### config.mk
export PLATFORM = sky130hd
export DESIGN_NAME = fetch_resp_queue
export DESIGN_NICKNAME = d
export VERILOG_FILES = /design/src/rtl/fetch_pkg.sv /design/src/rtl/fq_fifo.sv /design/src/rtl/fetch_resp_queue.sv
export SDC_FILE = /design/constraint.sdc
export NUM_CORES = 1
export LEC_CHECK = 0
export CORE_MARGIN = 4
export CORE_UTILIZATION = 52
export DETAILED_ROUTE_END_ITERATION = 12
export PLACE_DENSITY = 0.77
export SETUP_SLACK_MARGIN = 0.15
export SLEW_MARGIN = 10
export SYNTH_ARGS = -nofsm -noshare
export SYNTH_HDL_FRONTEND = slang
export SYNTH_SLANG_ARGS = --single-unit
### constraint.sdc
create_clock -name clk -period 7.3 [get_ports clk]
set_clock_uncertainty 0.1 [all_clocks]
set_input_delay 1.46 -clock clk [delete_from_list [all_inputs] [get_ports clk]]
set_output_delay 1.46 -clock clk [all_outputs]
set_load 0.01 [all_outputs]
### src/rtl/fetch_pkg.sv
// Shared types and defaults for the fetch response queue.
package fetch_pkg;
  localparam int FQ_DEPTH = 4;
  localparam int PC_W     = 32;
  localparam int INST_W   = 32;

  typedef struct packed {
    logic [PC_W-1:0]   pc;
    logic [INST_W-1:0] inst;
  } fq_entry_t;

  typedef struct packed {
    logic            stale;
    logic [PC_W-1:0] pc;
  } fq_pend_t;
endpackage

### src/rtl/fq_fifo.sv
// Generic synchronous FIFO, pointer plus wrap bit for full/empty, with clear.
module fq_fifo
  import fetch_pkg::*;
#(
  parameter int WIDTH = $bits(fq_entry_t),
  parameter int DEPTH = FQ_DEPTH
) (
  input  logic                     clk,
  input  logic                     resetn,
  input  logic                     push,
  input  logic                     pop,
  input  logic                     clear,
  input  logic [WIDTH-1:0]         wdata,
  output logic [WIDTH-1:0]         rdata,
  output logic [$clog2(DEPTH):0]   cnt
);
  localparam int AW = $clog2(DEPTH);

  logic [WIDTH-1:0] mem [DEPTH];
  logic [AW:0]      wr_ptr, rd_ptr;

  assign cnt   = wr_ptr - rd_ptr;
  assign rdata = mem[rd_ptr[AW-1:0]];

  always_ff @(posedge clk or negedge resetn) begin
    if (!resetn) begin
      wr_ptr <= '0;
      rd_ptr <= '0;
    end else if (clear) begin
      wr_ptr <= '0;
      rd_ptr <= '0;
    end else begin
      if (push) wr_ptr <= wr_ptr + (AW+1)'(1);
      if (pop)  rd_ptr <= rd_ptr + (AW+1)'(1);
    end
  end

  // Push into a full FIFO with a simultaneous pop overwrites the slot being read out.
  always_ff @(posedge clk) begin
    if (push) mem[wr_ptr[AW-1:0]] <= wdata;
  end
endmodule

### src/rtl/fetch_resp_queue.sv
// Pairs instruction responses with issued PCs, drops pre-flush responses, buffers for decode.
// Optional same-cycle bypass from data_ok to decode: define FETCH_QUEUE_BYPASS_EN.
module fetch_resp_queue
  import fetch_pkg::*;
#(
  parameter int DEPTH = FQ_DEPTH,
  localparam int CNT_W = $clog2(DEPTH) + 1
) (
  input  logic              clk,
  input  logic              resetn,
  input  logic              flush,
  input  logic              issue_valid,
  input  logic [31:0]       issue_pc,
  output logic              issue_allow,
  input  logic              data_ok,
  input  logic [31:0]       rdata,
  output logic              out_valid,
  output logic [31:0]       out_pc,
  output logic [31:0]       out_inst,
  input  logic              out_ready,
  output logic [CNT_W-1:0]  outstanding,
  output logic              resp_err
);
  localparam int AW = CNT_W - 1;

  logic [DEPTH-1:0] pq_stale;
  logic [PC_W-1:0]  pq_pc [DEPTH];
  logic [CNT_W-1:0] pq_wr, pq_rd, pq_cnt, dq_cnt;
  logic [CNT_W:0]   occ;
  logic             pq_push, pq_pop, pq_empty, fwd, proto_err;
  logic             dq_push, dq_pop, dq_empty;
  fq_pend_t         pq_head;
  fq_entry_t        dq_wdata, dq_rdata, head;

  assign pq_cnt   = pq_wr - pq_rd;
  assign pq_empty = (pq_cnt == '0);
  assign pq_head  = '{stale: pq_stale[pq_rd[AW-1:0]], pc: pq_pc[pq_rd[AW-1:0]]};

  // Every outstanding request owns a future DQ slot, so DQ can never overflow.
  assign occ         = {1'b0, pq_cnt} + {1'b0, dq_cnt};
  assign issue_allow = (occ < (CNT_W+1)'(DEPTH));

  assign pq_push   = issue_valid && issue_allow;
  assign pq_pop    = data_ok && !pq_empty;
  assign fwd       = pq_pop && !pq_head.stale && !flush;
  assign proto_err = (data_ok && pq_empty) || (issue_valid && !issue_allow);

  always_ff @(posedge clk or negedge resetn) begin
    if (!resetn) begin
      pq_wr    <= '0;
      pq_rd    <= '0;
      pq_stale <= '0;
      resp_err <= 1'b0;
    end else begin
      if (pq_push) pq_wr <= pq_wr + CNT_W'(1);
      if (pq_pop)  pq_rd <= pq_rd + CNT_W'(1);
      // Bulk-kill everything older; the redirected fetch pushed this cycle stays live.
      if (flush)   pq_stale <= '1;
      if (pq_push) pq_stale[pq_wr[AW-1:0]] <= 1'b0;
      if (proto_err) resp_err <= 1'b1;
    end
  end

  always_ff @(posedge clk) begin
    if (pq_push) pq_pc[pq_wr[AW-1:0]] <= issue_pc;
  end

  assign dq_wdata = '{pc: pq_head.pc, inst: rdata};
  assign dq_empty = (dq_cnt == '0);
  assign dq_pop   = !dq_empty && out_ready;

`ifdef FETCH_QUEUE_BYPASS_EN
  logic byp;
  assign byp       = dq_empty && fwd;
  assign dq_push   = fwd && !(byp && out_ready);
  assign head      = dq_empty ? dq_wdata : dq_rdata;
  assign out_valid = !dq_empty || byp;
`else
  assign dq_push   = fwd;
  assign head      = dq_rdata;
  assign out_valid = !dq_empty;
`endif

  fq_fifo #(.WIDTH($bits(fq_entry_t)), .DEPTH(DEPTH)) u_dq (
    .clk    (clk),
    .resetn (resetn),
    .push   (dq_push),
    .pop    (dq_pop),
    .clear  (flush),
    .wdata  (dq_wdata),
    .rdata  (dq_rdata),
    .cnt    (dq_cnt)
  );

  assign out_pc      = out_valid ? head.pc   : '0;
  assign out_inst    = out_valid ? head.inst : '0;
  assign outstanding = pq_cnt;
endmodule

-- Word-level counts from Yosys, hierarchy flattened
Memory sizes are Yosys's and may differ from the RTL's.
Index checks and enable logic that the tools add are counted.
- bits in registers: 17
- RAM bits: 384
- memories: 2
- memories (name ; words ; bits a word ; rd ports ; clocked after memory_dff ; write ports ; RTL line ; text):
    u_dq.mem ; 4 ; 64 ; 1 ; 0 ; 1 ; fq_fifo.sv:19 ; logic [WIDTH-1:0] mem [DEPTH];
    pq_pc ; 4 ; 32 ; 1 ; 0 ; 1 ; fetch_resp_queue.sv:27 ; logic [PC_W-1:0] pq_pc [DEPTH];
- muxes and demuxes: 16
- reduce and logical (&&, ||, !) cells: 18
- $lt $le $gt $ge: 4
- add/sub/neg operators: 7
- bitwise gates (word level): 2
- operator list (operator ; number):
    $mux 32 ; 2
    $add 3x1->3 const B ; 4
    $mux 3 ; 4
    $logic_and 1x1->1 ; 8
    $mux 4 ; 2
    $logic_not 3->1 ; 2
    $lt 2x3->1 const B ; 2
    $mux 1 ; 6
    $sub 3x3->3 ; 2
    $logic_not 1->1 ; 5
    $add 3x3->4 ; 1
    $and 4x4->4 ; 1
    $lt 4x3->1 const B ; 1
    $not 4->4 ; 1
    $reduce_bool 2->1 ; 2
    $bmux 1 s2 ; 1
    $demux 1 s2 ; 1
    $ge 2x1->1 const B ; 1
    $logic_or 1x1->1 ; 1

-- Depth between registers and ports, before layout
- depth in word-level cells: 8
- mapped depth: 11
- depth with buffers taken out: 10

-- Hierarchy
From an unflattened synthesis, not the netlist that was laid out.
- cells, all modules: 674
- area total of the unflattened synthesis: 15411.0 µm²
- modules (own cells, without submodules) (module ; area each (µm²) ; times used ; cells an instance):
    fq_fifo ; 9685.5 ; 1 ; 372
    fetch_resp_queue ; 5725.5 ; 1 ; 302

-- Least setup slack after synthesis
OpenSTA, ideal clock, no wires.
- kind: register -> register
- from: register pq_rd[1]
- to: memory u_dq.mem[0][0] (netlist bit), enable pin
- arrival: 6.898 ns
- path buffers: 2
- cell stages (with the launch flop): 8
- slack: -0.276 ns
- path through: dfrtp_1 > clkbuf_1 > buf_1 > inv_1 > fa_1 > xor3_1 > a211o_1 > nor3b_1
- cells in the longest elaborated chain, start to end: 8
- elaborated cells on any way between the ends: 11
- ends and longest elaborated chain (element ; RTL line ; text):
    start, declared ; fetch_resp_queue.sv:28 ; logic [CNT_W-1:0] pq_wr, pq_rd, pq_cnt, dq_cnt;
    start signal, assigned ; fetch_resp_queue.sv:56 ; if (pq_pop) pq_rd <= pq_rd + CNT_W'(1);
    $sub 3x3->3 ; fetch_resp_queue.sv:35 ; assign pq_cnt = pq_wr - pq_rd;
    $logic_not 3->1 ; fetch_resp_queue.sv:36 ; assign pq_empty = (pq_cnt == '0);
    $logic_not 1->1 ; fetch_resp_queue.sv:44 ; assign pq_pop = data_ok && !pq_empty;
    $logic_and 1x1->1 ; fetch_resp_queue.sv:44 ;
    $logic_and 1x1->1 (*) (2 in a row) ; fetch_resp_queue.sv:45 ; assign fwd = pq_pop && !pq_head.stale && !flush;
    $mux 1 (*) ; fq_fifo.sv:40 ; if (push) mem[wr_ptr[AW-1:0]] <= wdata;
    $mux 1 (implied by the code) (*) ; fq_fifo.sv:40 ;
    end, declared ; fq_fifo.sv:19 ;
Mark *: on every way between the ends. The rest lies on a longest branch, timed or not. The select of a mux whose other input is x is not followed.

-- Final worst setup path
- from: register u_dq.rd_ptr[0]
- to: output port out_inst[18]
- cells in the longest elaborated chain, start to end: 3
- elaborated cells on any way between the ends: 4
- ends and longest elaborated chain (element ; RTL line ; text):
    start, declared ; fq_fifo.sv:20 ; logic [AW:0] wr_ptr, rd_ptr;
    start signal, assigned ; fq_fifo.sv:34 ; if (pop) rd_ptr <= rd_ptr + (AW+1)'(1);
    $sub 3x3->3 ; fq_fifo.sv:22 ; assign cnt = wr_ptr - rd_ptr;
    $logic_not 3->1 ; fetch_resp_queue.sv:69 ; assign dq_empty = (dq_cnt == '0);
    $mux 32 (*) ; fetch_resp_queue.sv:96 ; assign out_inst = out_valid ? head.inst : '0;
    end, declared ; fetch_resp_queue.sv:19 ; output logic [31:0] out_inst,
Mark *: on every way between the ends. The rest lies on a longest branch, timed or not.

==> metrics.txt <==
Final Hold Fails 0; Synthesized Nets 771; Total GRT Usage 17.3%; worst path bufs/invs 3; Synth top area share 74.8%; Synth Cell Area 0.0154 mm²; Reg clk slew, reported paths 60 ps; Layout Area Growth over Synthesis 20.1%; Clock Tree Root clkbuf_16; CTS Hold Bufs 0; family with the most delay on the worst path buffers and inverters; crit path max fanout 39; crit-path cells ha_1 -> inv_1 -> fa_1 -> xor3_1 -> and2_2 -> buf_4 -> nor2b_1 -> clkdlybuf4s50_1; worst-skew pair later-pin latency ~520 ps; Fin Setup TNS 0 ps; slowest stage cell on the critical path dfrtp_4; DRT Wirelength 28.1 mm; most frequent cells in the layout 384 x edfxtp_1, 139 x clkdlybuf4s50_1, 97 x mux4_2; critical path type flop to output port; Critical Path End Type output port; syn avg cell area around 23 µm²; clk sink count about 400; Worst Hold Class flop to flop; initial antenna violation count 5; Final #Nets 930; DRT Pass-1 Iters 4; number of remaining DRC errors 0; r2r setup slk 2710 ps; die area 0.0325 mm²; dpl cell area between 0.015 and 0.02 mm²; gpl congestion 0.713; FMAX 172 MHz; post-cts sizing count 0; Longest Clk Path Bufs 3; antenna viol nets, final 0; row count 62; HPWL Detailed 16.0 mm; Max Cap Viol 0; Num CTS Buffers 40; Yosys top cell by area edfxtp_1; Crit path arrival time 4250 ps; FILL cells between 1500 and 2000; Congestion Overflow GR 0; Yosys reg bits 401; reg2reg end pq_pc[0][21]; first-pass GRT wire length around 44 mm; Worst Reg-to-Reg Cells 8; largest net degree at the start of global routing 67; Critical Path Sink out_inst[18]; status finished, final reports clean; Seq/Total Area, Yosys 77.6%; IO Pins 140; CP peak stage delay 880 ps; via/cell ratio 5.63; htree depth 2; fin. max-slew vios 0; Core ar. between 0.02 and 0.03 mm²; final period utilization 79.6%; vias in the first global route roughly 7400; crit path from u_dq.rd_ptr[0]; Crit. path cell count 8; postcts setup bufs 0; Slew headroom 32.8%; Syn Inst Count 685; Worst Setup Start Kind flop; die height 180 µm; CP Data Required Time 5740 ps; commonest non-fill, non-tap cell in the layout edfxtp_1; Synth warnings 0; Least-Margin Pin Slew about 1000 ps; PortBufs roughly 140; Unique masters post-synth 34; Via Count 7074; Pleak 0.00588 µW; unrepaired setup endpoints after global routing no; reg2reg start pq_rd[1]; final instance area 0.0185 mm²; DRT iter0 DRCs 678; Antenna Cells 0; Final setup viols 0; layout cell share with drive strength beyond 1 21.3%; Synth area leaders edfxtp_1 75%, mux4_2 14%, nor2b_1 2.8%; CTS tree built; Peak VDD IR 0.227 mV; die width 180 µm; Initial Util 53.1%; PD cells 398 mW/mm²; routed wire length per instance 22.3 µm; Final Critical Period ~5800 ps
## state kept, by name (all words and copies together), names as in the netlist
| signal | flops |
|---|---|
| resp_err | 1 |
| u_dq.wr_ptr | 3 |
| pq_stale | 4 |
| pq_rd | 3 |
| u_dq.mem | 256 |
| pq_pc | 128 |
| u_dq.rd_ptr | 3 |
| pq_wr | 3 |
## kinds of logic after synthesis
group | synth area share, %
flip-flops | 77.6
AO/OA/AOI/OAI | 0.690
buffers and inverters | 1.31
adder cells (fa/ha/maj) | 1.40
multiplexers | 14.7
XOR/XNOR | 0.536
AND/OR/NAND/NOR | 3.78
## Yosys cell counts (all sizes together)
| cell type | instances |
|---|---|
| a2111oi | 1 |
| a211o | 1 |
| a211oi | 1 |
| a21boi | 1 |
| a21oi | 4 |
| a221o | 1 |
| and2 | 4 |
| and3 | 1 |
| buf | 13 |
| clkbuf | 19 |
| dfrtp | 17 |
| edfxtp | 384 |
| fa | 2 |
| ha | 14 |
| inv | 16 |
| mux2 | 6 |
| mux2i | 2 |
| mux4 | 97 |
| nand2 | 2 |
| nand2b | 5 |
| nand4 | 1 |
| nor2 | 9 |
| nor2b | 69 |
| nor3 | 2 |
| nor3b | 3 |
| o211ai | 1 |
| o21a | 1 |
| o21ai | 1 |
| or3b | 1 |
| xnor2 | 4 |
| xor3 | 2 |
## area by class of cell
| class | count | area, µm² | share of cell area, % |
|---|---|---|---|
| inverter | 16 | 60.1 | 0.324 |
| sequential | 401 | 12000 | 64.6 |
| multi-input combinational | 236 | 3280 | 17.7 |
| clock buffer | 43 | 1030 | 5.58 |
| timing repair buffer | 149 | 1480 | 7.98 |
| tap | 384 | 480 | 2.59 |
| clock inverter | 28 | 219 | 1.18 |
## metal layers
metal / part of all wire (%) / wire, µm / GRT usage (%) / vias up
li1: - / - / - / 3101
met2: 48 / 13600 / 27.9 / 238
met1: 43 / 12000 / 24.5 / 3673
met5: 0.27 / 77 / 0 / -
met3: 6.6 / 1860 / 4.12 / 52
met4: 2.0 / 551 / 4.23 / 10
## metrics by stage
| step | worst slack, ps | cells | power (µW) | hold slack, ps | utilization [%] |
|---|---|---|---|---|---|
| floorplan | -276 | 685 | 4500 | 346 | - |
| global placement | 2060 | 1186 | 5450 | 372 | 59.5 |
| detailed placement | 1920 | 1186 | 5520 | 381 | 59.5 |
| CTS | 1350 | 1257 | 7480 | 390 | 63.8 |
| global route | 1190 | 1257 | 7740 | 415 | 63.8 |
| finish | 1490 | 1257 | 7370 | 386 | 63.8 |
## where the power goes
part	internal [µW]	total (µW)	switching, µW
Clock	1130	1940	814
Sequential	3000	3150	145
Combinational	1130	2280	1150
## worst min-delay path by stage
stage | start | slack, ps | end | depth (start not counted)
after floorplan | pq_stale[3] | 350 | pq_stale[3] | 1
after global placement | pq_stale[3] | 370 | pq_stale[3] | 1
after detailed placement | resp_err | 380 | resp_err | 1
after CTS | pq_rd[2] | 390 | pq_rd[2] | 1
after global routing | pq_rd[2] | 420 | pq_rd[2] | 1
final | resp_err | 390 | resp_err | 1
No activity file was read; power rests on OpenSTA's default activity.
